[config.mk]
export PLATFORM = sky130hd
export DESIGN_NAME = mux_select_arbiter
export DESIGN_NICKNAME = d
export VERILOG_FILES = /design/src/rtl/mux_select_arbiter.sv
export SDC_FILE = /design/constraint.sdc
export NUM_CORES = 1
export LEC_CHECK = 0
export ABC_CLOCK_PERIOD_IN_PS = 1950
export CAP_MARGIN = 5
export CORE_MARGIN = 3
export CORE_UTILIZATION = 48
export DETAILED_ROUTE_END_ITERATION = 8
export DONT_BUFFER_PORTS = 1
export GPL_TIMING_DRIVEN = 0
export PLACE_DENSITY_LB_ADDON = 0.1
export REMOVE_ABC_BUFFERS = 1
export SLEW_MARGIN = 20
export SYNTH_ARGS = -nofsm -noshare
export SYNTH_HDL_FRONTEND = slang
export SYNTH_SLANG_ARGS = --single-unit
[constraint.sdc]
create_clock -name clk -period 1.95 [get_ports clk]
set_input_delay 0.2925 -clock clk [delete_from_list [all_inputs] [get_ports clk]]
set_output_delay 0.2925 -clock clk [all_outputs]
set_load 0.005 [all_outputs]
[src/rtl/mux_select_arbiter.sv]
// Round-robin arbiter that drives the select lines of a downstream 4:1 mux.
// Latency: one cycle from sampled req to registered gnt/addr/valid; handover has no bubble.
// Backpressure: none; a requester holds req until it sees gnt, and the grant is held while req stays high.
//
// Ports:
//   clk    - rising-edge clock
//   rst_n  - asynchronous active-low reset
//   req    - per-source request, req[i] selects mux input in<i>
//   gnt    - one-hot grant, zero when idle
//   addr0  - mux select bit 0 (kept in idle)
//   addr1  - mux select bit 1 (kept in idle)
//   valid  - high while a grant is active
//
// Optional feature: define ARB_BURST_LIMIT_EN to force rotation after MAX_BURST
// consecutive grant cycles whenever another source is waiting.
module mux_select_arbiter #(
    parameter int unsigned MAX_BURST = 4
) (
    input  logic       clk,
    input  logic       rst_n,
    input  logic [3:0] req,
    output logic [3:0] gnt,
    output logic       addr0,
    output logic       addr1,
    output logic       valid
);

    typedef enum logic {
        IDLE  = 1'b0,
        GRANT = 1'b1
    } state_t;

    localparam logic [7:0] BURST_LIMIT = 8'(MAX_BURST);

    state_t     state;
    logic [1:0] ptr;
    logic [1:0] cur;
    logic [7:0] burst_cnt;

    logic       release_gnt;
    logic [1:0] search_start;
    logic       win_found;
    logic [1:0] win_idx;

    // First set bit of r scanning start, start+1, ... modulo 4.
    // Scanning from the far end down lets the nearest hit overwrite the result.
    function automatic logic [2:0] find_winner(input logic [3:0] r, input logic [1:0] start);
        logic [2:0] res;
        logic [1:0] idx;
        res = 3'b000;
        for (int k = 3; k >= 0; k--) begin
            idx = start + 2'(k);
            if (r[idx]) begin
                res = {1'b1, idx};
            end
        end
        return res;
    endfunction

    always_comb begin
        release_gnt = (req[cur] == 1'b0);
`ifdef ARB_BURST_LIMIT_EN
        // Only rotate away when somebody else is actually waiting.
        if ((burst_cnt == BURST_LIMIT) && ((req & ~gnt) != 4'b0000)) begin
            release_gnt = 1'b1;
        end
`endif
    end

`ifndef ARB_BURST_LIMIT_EN
    logic unused_burst_limit;
    assign unused_burst_limit = ^BURST_LIMIT;
`endif

    // On release the search starts just past the releasing source, so it is
    // considered last; this is what makes the rotation fair.
    assign search_start         = (state == IDLE) ? ptr : cur + 2'd1;
    assign {win_found, win_idx} = find_winner(req, search_start);

    always_ff @(posedge clk or negedge rst_n) begin
        if (!rst_n) begin
            state     <= IDLE;
            ptr       <= 2'd0;
            cur       <= 2'd0;
            burst_cnt <= 8'd0;
            gnt       <= 4'b0000;
            addr0     <= 1'b0;
            addr1     <= 1'b0;
            valid     <= 1'b0;
        end else begin
            case (state)
                IDLE: begin
                    if (win_found) begin
                        gnt       <= 4'b0001 << win_idx;
                        cur       <= win_idx;
                        addr0     <= win_idx[0];
                        addr1     <= win_idx[1];
                        valid     <= 1'b1;
                        burst_cnt <= 8'd1;
                        state     <= GRANT;
                    end
                end
                GRANT: begin
                    if (release_gnt) begin
                        ptr <= cur + 2'd1;
                        if (win_found) begin
                            gnt       <= 4'b0001 << win_idx;
                            cur       <= win_idx;
                            addr0     <= win_idx[0];
                            addr1     <= win_idx[1];
                            burst_cnt <= 8'd1;
                        end else begin
                            // Select lines intentionally keep their last value.
                            gnt   <= 4'b0000;
                            valid <= 1'b0;
                            state <= IDLE;
                        end
                    end else if (burst_cnt != 8'hFF) begin
                        burst_cnt <= burst_cnt + 8'd1;
                    end
                end
                default: state <= IDLE;
            endcase
        end
    end

endmodule

==> Flow_metrics.wiki, run 1 <==
{| class="wikitable"
! Metric !! Value
|-
| Post-synthesis instance total || 69
|-
| Residual antenna-violating net count after detailed routing || 0
|-
| Slew Limit Fails || 0
|-
| Total number of H-tree levels || 1
|-
| Placement-stage worst setup slack || -0.176 ns
|-
| Type of element launching the critical path || register
|-
| Transition time at the pin with the least slew margin || 0.880 ns
|-
| First-pass GRT wire length || 2.74 mm
|-
| Ratio of cells with drive above 1 in the final layout || 0.366
|-
| Fraction of registers with async set or reset after synthesis || 1.00
|-
| Setup repair after global routing missed its margin || true
|-
| Routed WL || 1.71 mm
|-
| Pwr per Cell Area || 1470 mW/mm^2
|-
| Global route total overflow || 0
|-
| Flip-flop cell with the highest count after synthesis || sky130_fd_sc_hd__dfrtp_1
|-
| Number of flip-flops and latches in the synthesized netlist || 10
|-
| Share of power burned in the clock network || 0.116
|-
| Clock transition at path regs || 0.06 ns
|-
| Number of cell rows || 12
|-
| Distinct cell type count of the synthesized netlist || 31
|-
| Dominant cells by area after synthesis || sky130_fd_sc_hd__dfrtp_1 (38%), sky130_fd_sc_hd__nand2_1 (5.2%), sky130_fd_sc_hd__mux4_1 (4.0%)
|-
| Result of the run || finished, final reports clean
|-
| Cell internal pwr || 725 uW
|-
| Number of filler cells placed in the layout || 83
|-
| Vias/cell || 6.34
|-
| TritonCTS clock tree || yes
|-
| Sequential Power Share || 0.341
|-
| Vias in the first global route || 561
|-
| Combinational fraction of design power || 0.543
|-
| Die area || 0.00184 mm^2
|-
| Combined area of all synthesized cells || 653 um^2
|-
| Top Ports || 13
|-
| Maximum Capacitance Violations || 0
|-
| Wire length per cell after detailed routing || 17.8 um
|-
| Die Width || 42.9 um
|-
| Post-Syn Area per Cell || 9.47 um^2
|-
| Final setup viols || 0
|-
| Type of destination of the critical path || register
|-
| Final HPWL from detailed placement || 1.09 mm
|-
| Net switching component of the power || 488 uW
|-
| Die H || 42.9 um
|-
| Area share of the leading cell type in the synthesized netlist || 0.383
|-
| Peak clock frequency supported by timing || 0.522 GHz
|-
| Weighted congestion at the end of routability-driven global placement || 0.802
|-
| Number of violations reported at the end of detailed-routing iteration 0 || 28
|-
| Total track usage || 0.207
|-
| Core region area || 0.00119 mm^2
|-
| Count of buffers inserted at the top-level ports || 0
|-
| Hold Violations, Final || 0
|-
| Synthesis warning total || 0
|-
| Largest driver fanout on the critical path || 7
|-
| Post-synth top area cell || sky130_fd_sc_hd__dfrtp_1
|-
| Data required, critical path || 2.16 ns
|-
| Remaining design rule violation count || 0
|-
| Static Leakage || 0.336 nW
|-
| Worst hold path type || input port to register
|-
| CTS Root Cell || sky130_fd_sc_hd__clkbuf_4
|-
| Number of nets in the layout || 90
|-
| Post-route worst setup slack || 0.0343 ns
|-
| Share of total power consumed by net switching || 0.402
|-
| Final clock period utilization by the worst path || 0.982
|-
| Area occupied by registers || 255 um^2
|-
| Initial standard-cell utilization of the core || 0.551
|-
| Worst Path Class, Setup || register to register
|-
| Number of inserted diodes || 0
|-
| Sequential-to-total area share from yosys stat || 0.383
|-
| Clock insertion delay at the later pin of the skew report || 0.27 ns
|-
| Multi-input gate area in the final layout || 427 um^2
|-
| Initial antenna violation count || 0
|-
| Area overhead of the layout relative to synthesis || 26.1%
|-
| Arrival time of data at the critical path endpoint || 2.13 ns
|-
| Clock buffer depth || 2
|-
| Largest net degree at the start of global routing || 11
|-
| Power after layout || 1.21 mW
|-
| # clock sinks || 10
|-
| Count of flip-flops with a built-in enable after synthesis || 0
|-
| Sum of negative setup slack || 0 ns
|-
| First-pass iteration count of the detailed router || 4
|-
| Max rail drop VDD || 0.806 mV
|-
| Time the worst path needs with I/O delays and setup || 1.92 ns
|-
| Layout Skew || 0.00484 ns
|-
| Via count || 609
|-
| Number of buffers inserted during clock tree synthesis || 3
|-
| Worst relative slew slack || 0.408
|}
## flip-flops by register name (all words and copies together), names as in the netlist
signal  flops
valid       1
cur         2
ptr         2
state       1
gnt         4
## repair_timing
item                                    in CTS  in global routing
hold endpoints to repair                    10                  0
setup buffers                                6                  4
pin swaps                                    4                  6
resized for setup                            9                  5
endpoints found under the setup margin       5                  5
hold buffers                                 1                  0
## placed cells by master (no fill, tap or decap), drive strengths merged, types with 2 or more instances in the layout
cell type	Yosys	final
nand2	9	9
nor2b	4	4
nand3	2	2
dfrtp	10	10
buf	0	10
clkbuf	1	3
a2111oi	2	2
o221ai	3	3
nor2	5	5
mux2i	2	2
and2	2	2
inv	5	5
nor3	2	2
o21ai	5	5
a22oi	3	3
## through the flow
step / hold WS, ns / std cells / utilization / area, um^2
2_1_floorplan: -0.00309 / 68 / - / 649
3_3_place_gp: -0.00287 / 82 / 0.562 / 667
3_5_place_dp: -0.00282 / 82 / 0.562 / 667
4_1_cts: 0.219 / 92 / 0.652 / 773
5_1_grt: 0.245 / 96 / 0.694 / 823
6_report: 0.220 / 96 / 0.694 / 823
## routing by layer
metal / part of all wire / global-route usage / wire (um)
met1: 0.41 / 0.225 / 705
met2: 0.48 / 0.323 / 823
met3: 0.065 / 0.0975 / 112
met4: 0.041 / 0.124 / 70
met5: 0 / 0 / 0
## path summary, 6_finish.rpt
path | start | slack (ns) | endpoint | depth (start not counted)
worst max-delay path | state$_DFF_PN0_ | 0.03 | gnt[2]$_DFFE_PN0P_ | 5
worst min-delay path | req[3] | 0.22 | state$_DFF_PN0_ | 2
worst max register to register | state$_DFF_PN0_ | 0.03 | gnt[2]$_DFFE_PN0P_ | 5
worst min register to register | gnt[3]$_DFFE_PN0P_ | 0.55 | gnt[3]$_DFFE_PN0P_ | 2
max in group asynchronous | rst_n | 1.20 | cur[1]$_DFFE_PN0P_ | 1
min in group asynchronous | rst_n | 0.41 | valid$_DFFE_PN0P_ | 1
## power groups by stage
stage | Sequential, mW | Combinational [mW] | Clock [mW]
6_report | 0.414 | 0.658 | 0.141
5_1_grt | 0.434 | 0.725 | 0.152
4_1_cts | 0.413 | 0.584 | 0.145
3_5_place_dp | 0.404 | 0.469 | 0
3_3_place_gp | 0.401 | 0.459 | 0
2_1_floorplan | 0.375 | 0.397 | 0
## synth_stat cells (2+ instances only)
master / n
sky130_fd_sc_hd__o221ai_1: 3
sky130_fd_sc_hd__nand2_1: 9
sky130_fd_sc_hd__nor2_1: 5
sky130_fd_sc_hd__a22oi_1: 3
sky130_fd_sc_hd__nor3_1: 2
sky130_fd_sc_hd__o21ai_1: 2
sky130_fd_sc_hd__nand3_1: 2
sky130_fd_sc_hd__mux2i_1: 2
sky130_fd_sc_hd__nor2b_1: 4
sky130_fd_sc_hd__dfrtp_1: 10
sky130_fd_sc_hd__o21ai_0: 3
sky130_fd_sc_hd__inv_1: 5
## final cells by class
| class | count | share of cell area |
|---|---|---|
| Inverter | 5 | 0.0228 |
| Tap cell | 14 | 0.0213 |
| Timing Repair Buffer | 11 | 0.100 |
| Clock buffer | 3 | 0.0274 |
| Multi-Input combinational cell | 53 | 0.518 |
| Sequential cell | 10 | 0.310 |
## critical path, stage by stage (launching register included)
cell and delay [ns]:
sky130_fd_sc_hd__dfrtp_2 0.44, sky130_fd_sc_hd__or4b_2 0.68, sky130_fd_sc_hd__o221ai_1 0.16, sky130_fd_sc_hd__a2111oi_4 0.12
sky130_fd_sc_hd__a2111o_1 0.37, sky130_fd_sc_hd__nand3_1 0.08
## cell families after synthesis
family,share of synthesized area
xor gates and xnor gates,0.0134
muxes,0.0881
buffers and inverters,0.0345
adders and majority gates,0.0153
AOI/OAI and AO/OA,0.232
and+or+nand+nor,0.234
DFF,0.383
Power figures use the tool's default switching activity.
==> run 2: changes to the inputs <==
--- a/config.mk
+++ b/config.mk
@@ -18,3 +18,4 @@
 export SYNTH_ARGS = -nofsm -noshare
 export SYNTH_HDL_FRONTEND = slang
 export SYNTH_SLANG_ARGS = --single-unit
+export TNS_END_PERCENT = 50
==> run 2 against run 1 <==
  * Via count decreased by 1.8%
  * Clock-buffer cell count unchanged
  * Utilization decreased by 1.5 points
  * Die area unchanged
  * Combinational power decreased by 6.1%
  * Largest cell class unchanged
  * Clock skew about the same
  * Critical endpoint unchanged
  * Flip-flop and latch count unchanged
  * Largest power group unchanged
  * Final area decreased by 2.1%
==> Flow_metrics.wiki, run 2 (synthesis results as in run 1) <==
{| class="wikitable"
! Metric !! Value
|-
| Result of the run || finished, final reports clean (unchanged)
|-
| Path depth of the worst reg2reg path || 5 (unchanged)
|-
| Final clock period utilization by the worst path || 0.977 (was 0.982)
|-
| Vias/cell || 6.36 (was 6.34)
|-
| Reg-to-reg critical path startpoint || state$_DFF_PN0_ (unchanged)
|-
| Reg with most FFs || gnt (unchanged)
|-
| Worst relative slew slack || 0.388 (was 0.408)
|-
| Met3 track utilization from global routing || 0.0975 (unchanged)
|-
| First-pass iteration count of the detailed router || 4 (unchanged)
|-
| M1 GR Usage || 0.227 (was 0.225)
|-
| Arrival time of data at the critical path endpoint || 2.11 ns (was 2.13 ns)
|-
| Endpoint, Worst Hold || state$_DFF_PN0_ (unchanged)
|-
| Die H || 42.9 um (unchanged)
|-
| Worst hold path depth || 2 (unchanged)
|-
| Most heavily used metal layer in global routing || met2 (unchanged)
|-
| CTS Root Cell || sky130_fd_sc_hd__clkbuf_4 (unchanged)
|-
| Global route total overflow || 0 (unchanged)
|-
| Hold wc startpoint || req[3] (unchanged)
|-
| Max rail drop VDD || 0.786 mV (was 0.806 mV)
|-
| Cell type of the slowest stage on the worst timing path || sky130_fd_sc_hd__or4b_2 (unchanged)
|-
| Vias in the first global route || 537 (was 561)
|-
| Ratio of cells with drive above 1 in the final layout || 0.313 (was 0.366)
|-
| Most frequent cells in the layout || sky130_fd_sc_hd__nand2_1 (9), sky130_fd_sc_hd__buf_4 (8), sky130_fd_sc_hd__dfrtp_1 (7) (was sky130_fd_sc_hd__nand2_1 (9), sky130_fd_sc_hd__buf_4 (9), sky130_fd_sc_hd__dfrtp_1 (6))
|-
| Die area || 0.00184 mm^2 (unchanged)
|-
| TritonCTS clock tree || yes (unchanged)
|-
| Number of violations reported at the end of detailed-routing iteration 0 || 14 (was 28)
|-
| Largest driver fanout on the critical path || 7 (unchanged)
|-
| Clock buffer depth || 2 (unchanged)
|-
| Largest registers || gnt (4), cur (2), ptr (2) (unchanged)
|-
| Worst hold path type || input port to register (unchanged)
|-
| Area overhead of the layout relative to synthesis || 23.4% (was 26.1%)
|-
| Die Width || 42.9 um (unchanged)
|-
| Power after layout || 1.17 mW (was 1.21 mW)
|-
| Worst setup slack for register-to-register paths || 0.05 ns (was 0.03 ns)
|-
| Largest net degree at the start of global routing || 17 (was 11)
|-
| Maximum Capacitance Violations || 0 (unchanged)
|-
| RR Endpoint || gnt[2]$_DFFE_PN0P_ (unchanged)
|-
| Static Leakage || 0.329 nW (was 0.336 nW)
|-
| Non-filler instance count after layout || 94 (was 96)
|-
| Type of destination of the critical path || register (unchanged)
|-
| Worst Path Class, Setup || register to register (unchanged)
|-
| Launch point of the worst path || state$_DFF_PN0_ (unchanged)
|-
| Initial antenna violation count || 0 (unchanged)
|-
| Commonest non-fill, non-tap cell in the layout || sky130_fd_sc_hd__nand2_1
|-
| Post-layout util || 0.679 (was 0.694)
|-
| Via count || 598 (was 609)
|-
| Routed WL || 1.64 mm (was 1.71 mm)
|-
| Pwr per Cell Area || 1460 mW/mm^2 (was 1470 mW/mm^2)
|-
| Number of placed instances, taps included || 82 (unchanged)
|-
| Final HPWL from detailed placement || 1.09 mm (unchanged)
|-
| Met2 Use GR || 0.293 (was 0.323)
|-
| Slew Limit Fails || 0 (unchanged)
|-
| Initial standard-cell utilization of the core || 0.551 (unchanged)
|-
| Number of flip-flops in the largest register || 4 (unchanged)
|-
| Count of buffers inserted at the top-level ports || 0 (unchanged)
|-
| Top Ports || 13 (unchanged)
|-
| Crit-path cells || or4b_2 > o221ai_1 > a2111oi_4 > a2111o_1 > nand3_1 (unchanged)
|-
| Data required, critical path || 2.16 ns (about the same)
|-
| Transition time at the pin with the least slew margin || 0.910 ns (was 0.880 ns)
|-
| Weighted congestion at the end of routability-driven global placement || 0.802 (unchanged)
|-
| Layout Skew || 0.00489 ns (was 0.00484 ns)
|-
| Peak clock frequency supported by timing || 0.525 GHz (was 0.522 GHz)
|-
| Number of inserted diodes || 0 (unchanged)
|-
| Number of cell rows || 12 (unchanged)
|-
| # clock sinks || 10 (unchanged)
|-
| Number of filler cells placed in the layout || 90 (was 83)
|-
| Type of element launching the critical path || register (unchanged)
|-
| Total track usage || 0.199 (was 0.207)
|-
| Time the worst path needs with I/O delays and setup || 1.90 ns (was 1.92 ns)
|-
| Final setup viols || 0 (unchanged)
|-
| Clock transition at path regs || 0.06 ns (about the same)
|-
| Maximum cell stage delay along the critical path || 0.67 ns (was 0.68 ns)
|-
| Remaining design rule violation count || 0 (unchanged)
|-
| Total number of H-tree levels || 1 (unchanged)
|-
| Hold Violations, Final || 0 (unchanged)
|-
| Number of buffers inserted during clock tree synthesis || 3 (unchanged)
|-
| Wire length per cell after detailed routing || 17.4 um (was 17.8 um)
|-
| Core region area || 0.00119 mm^2 (unchanged)
|-
| Number of nets in the layout || 88 (was 90)
|-
| First-pass GRT wire length || 2.64 mm (was 2.74 mm)
|-
| Clock insertion delay at the later pin of the skew report || 0.27 ns (about the same)
|-
| Residual antenna-violating net count after detailed routing || 0 (unchanged)
|}
run 2: changes by cell type in the layout (fill, tap and decap cells not counted):
cell | previous run | this run
sky130_fd_sc_hd__buf_2 | 1 | 0
sky130_fd_sc_hd__nor2_1 | 3 | 4
sky130_fd_sc_hd__nor2_2 | 2 | 1
sky130_fd_sc_hd__and2_2 | 1 | 0
sky130_fd_sc_hd__and2_1 | 0 | 1
sky130_fd_sc_hd__dfrtp_1 | 6 | 7
sky130_fd_sc_hd__dfrtp_2 | 4 | 3
sky130_fd_sc_hd__buf_4 | 9 | 8
run 2: worst max-delay path by stage:
stage	end	slack, ns	cells after the start
after floorplan	cur[0]$_DFFE_PN0P_	0.03	4
after global routing	gnt[2]$_DFFE_PN0P_	-0.009	6
after CTS	gnt[2]$_DFFE_PN0P_	-0.04	6
after detailed placement	gnt[3]$_DFFE_PN0P_	-0.18	5
final	gnt[2]$_DFFE_PN0P_	0.05	5
after global placement	gnt[3]$_DFFE_PN0P_	-0.20	5
run 2: what timing repair did:
| action | in CTS | in global routing |
|---|---|---|
| endpoints found under the hold margin | 10 | 0 |
| hold buffers | 1 | 0 |
| gates resized for setup | 8 | 3 |
| pin swaps | 1 | 3 |
| endpoints found under the setup margin | 5 | 5 |
| setup buffers | 0 | 8 |
run 2: metal layers:
layer,up-vias,routed length (um)
met2,23,733
met1,281,700
met5,-,0
li1,283,-
met3,11,111
met4,0,93
run 2: critical path, delay by kind of cell (launching register included):
kind	cells	cell delay, ns
compound gates	3	0.64
flops	1	0.45
simple gates	2	0.75
run 2: report_power, final:
part           switching, mW  internal (mW)
combinational          0.288          0.331
clock                 0.0681         0.0712
sequential             0.123          0.293
total                  0.478          0.694
run 2: layout make-up:
class,instances,area [um^2],area share
multi-input cells,53,423,0.525
inverters,5,18.8,0.0233
flip-flops and latches,10,254,0.315
clock buffers,3,22.5,0.0280
well taps,14,17.5,0.0217
repair buffers,9,70.1,0.0870
run 2: stage by stage:
| stage | setup TNS, ns | setup slack [ns] | hold WS [ns] | cell area [um^2] |
|---|---|---|---|---|
| 2_1_floorplan | 0 | 0.0270 | -0.00309 | 649 |
| 3_3_place_gp | -0.823 | -0.198 | -0.00287 | 667 |
| 3_5_place_dp | -0.805 | -0.176 | -0.00282 | 667 |
| 4_1_cts | -0.0563 | -0.0444 | 0.213 | 726 |
| 5_1_grt | -0.00889 | -0.00889 | 0.247 | 806 |
| 6_report | 0 | 0.0450 | 0.228 | 806 |
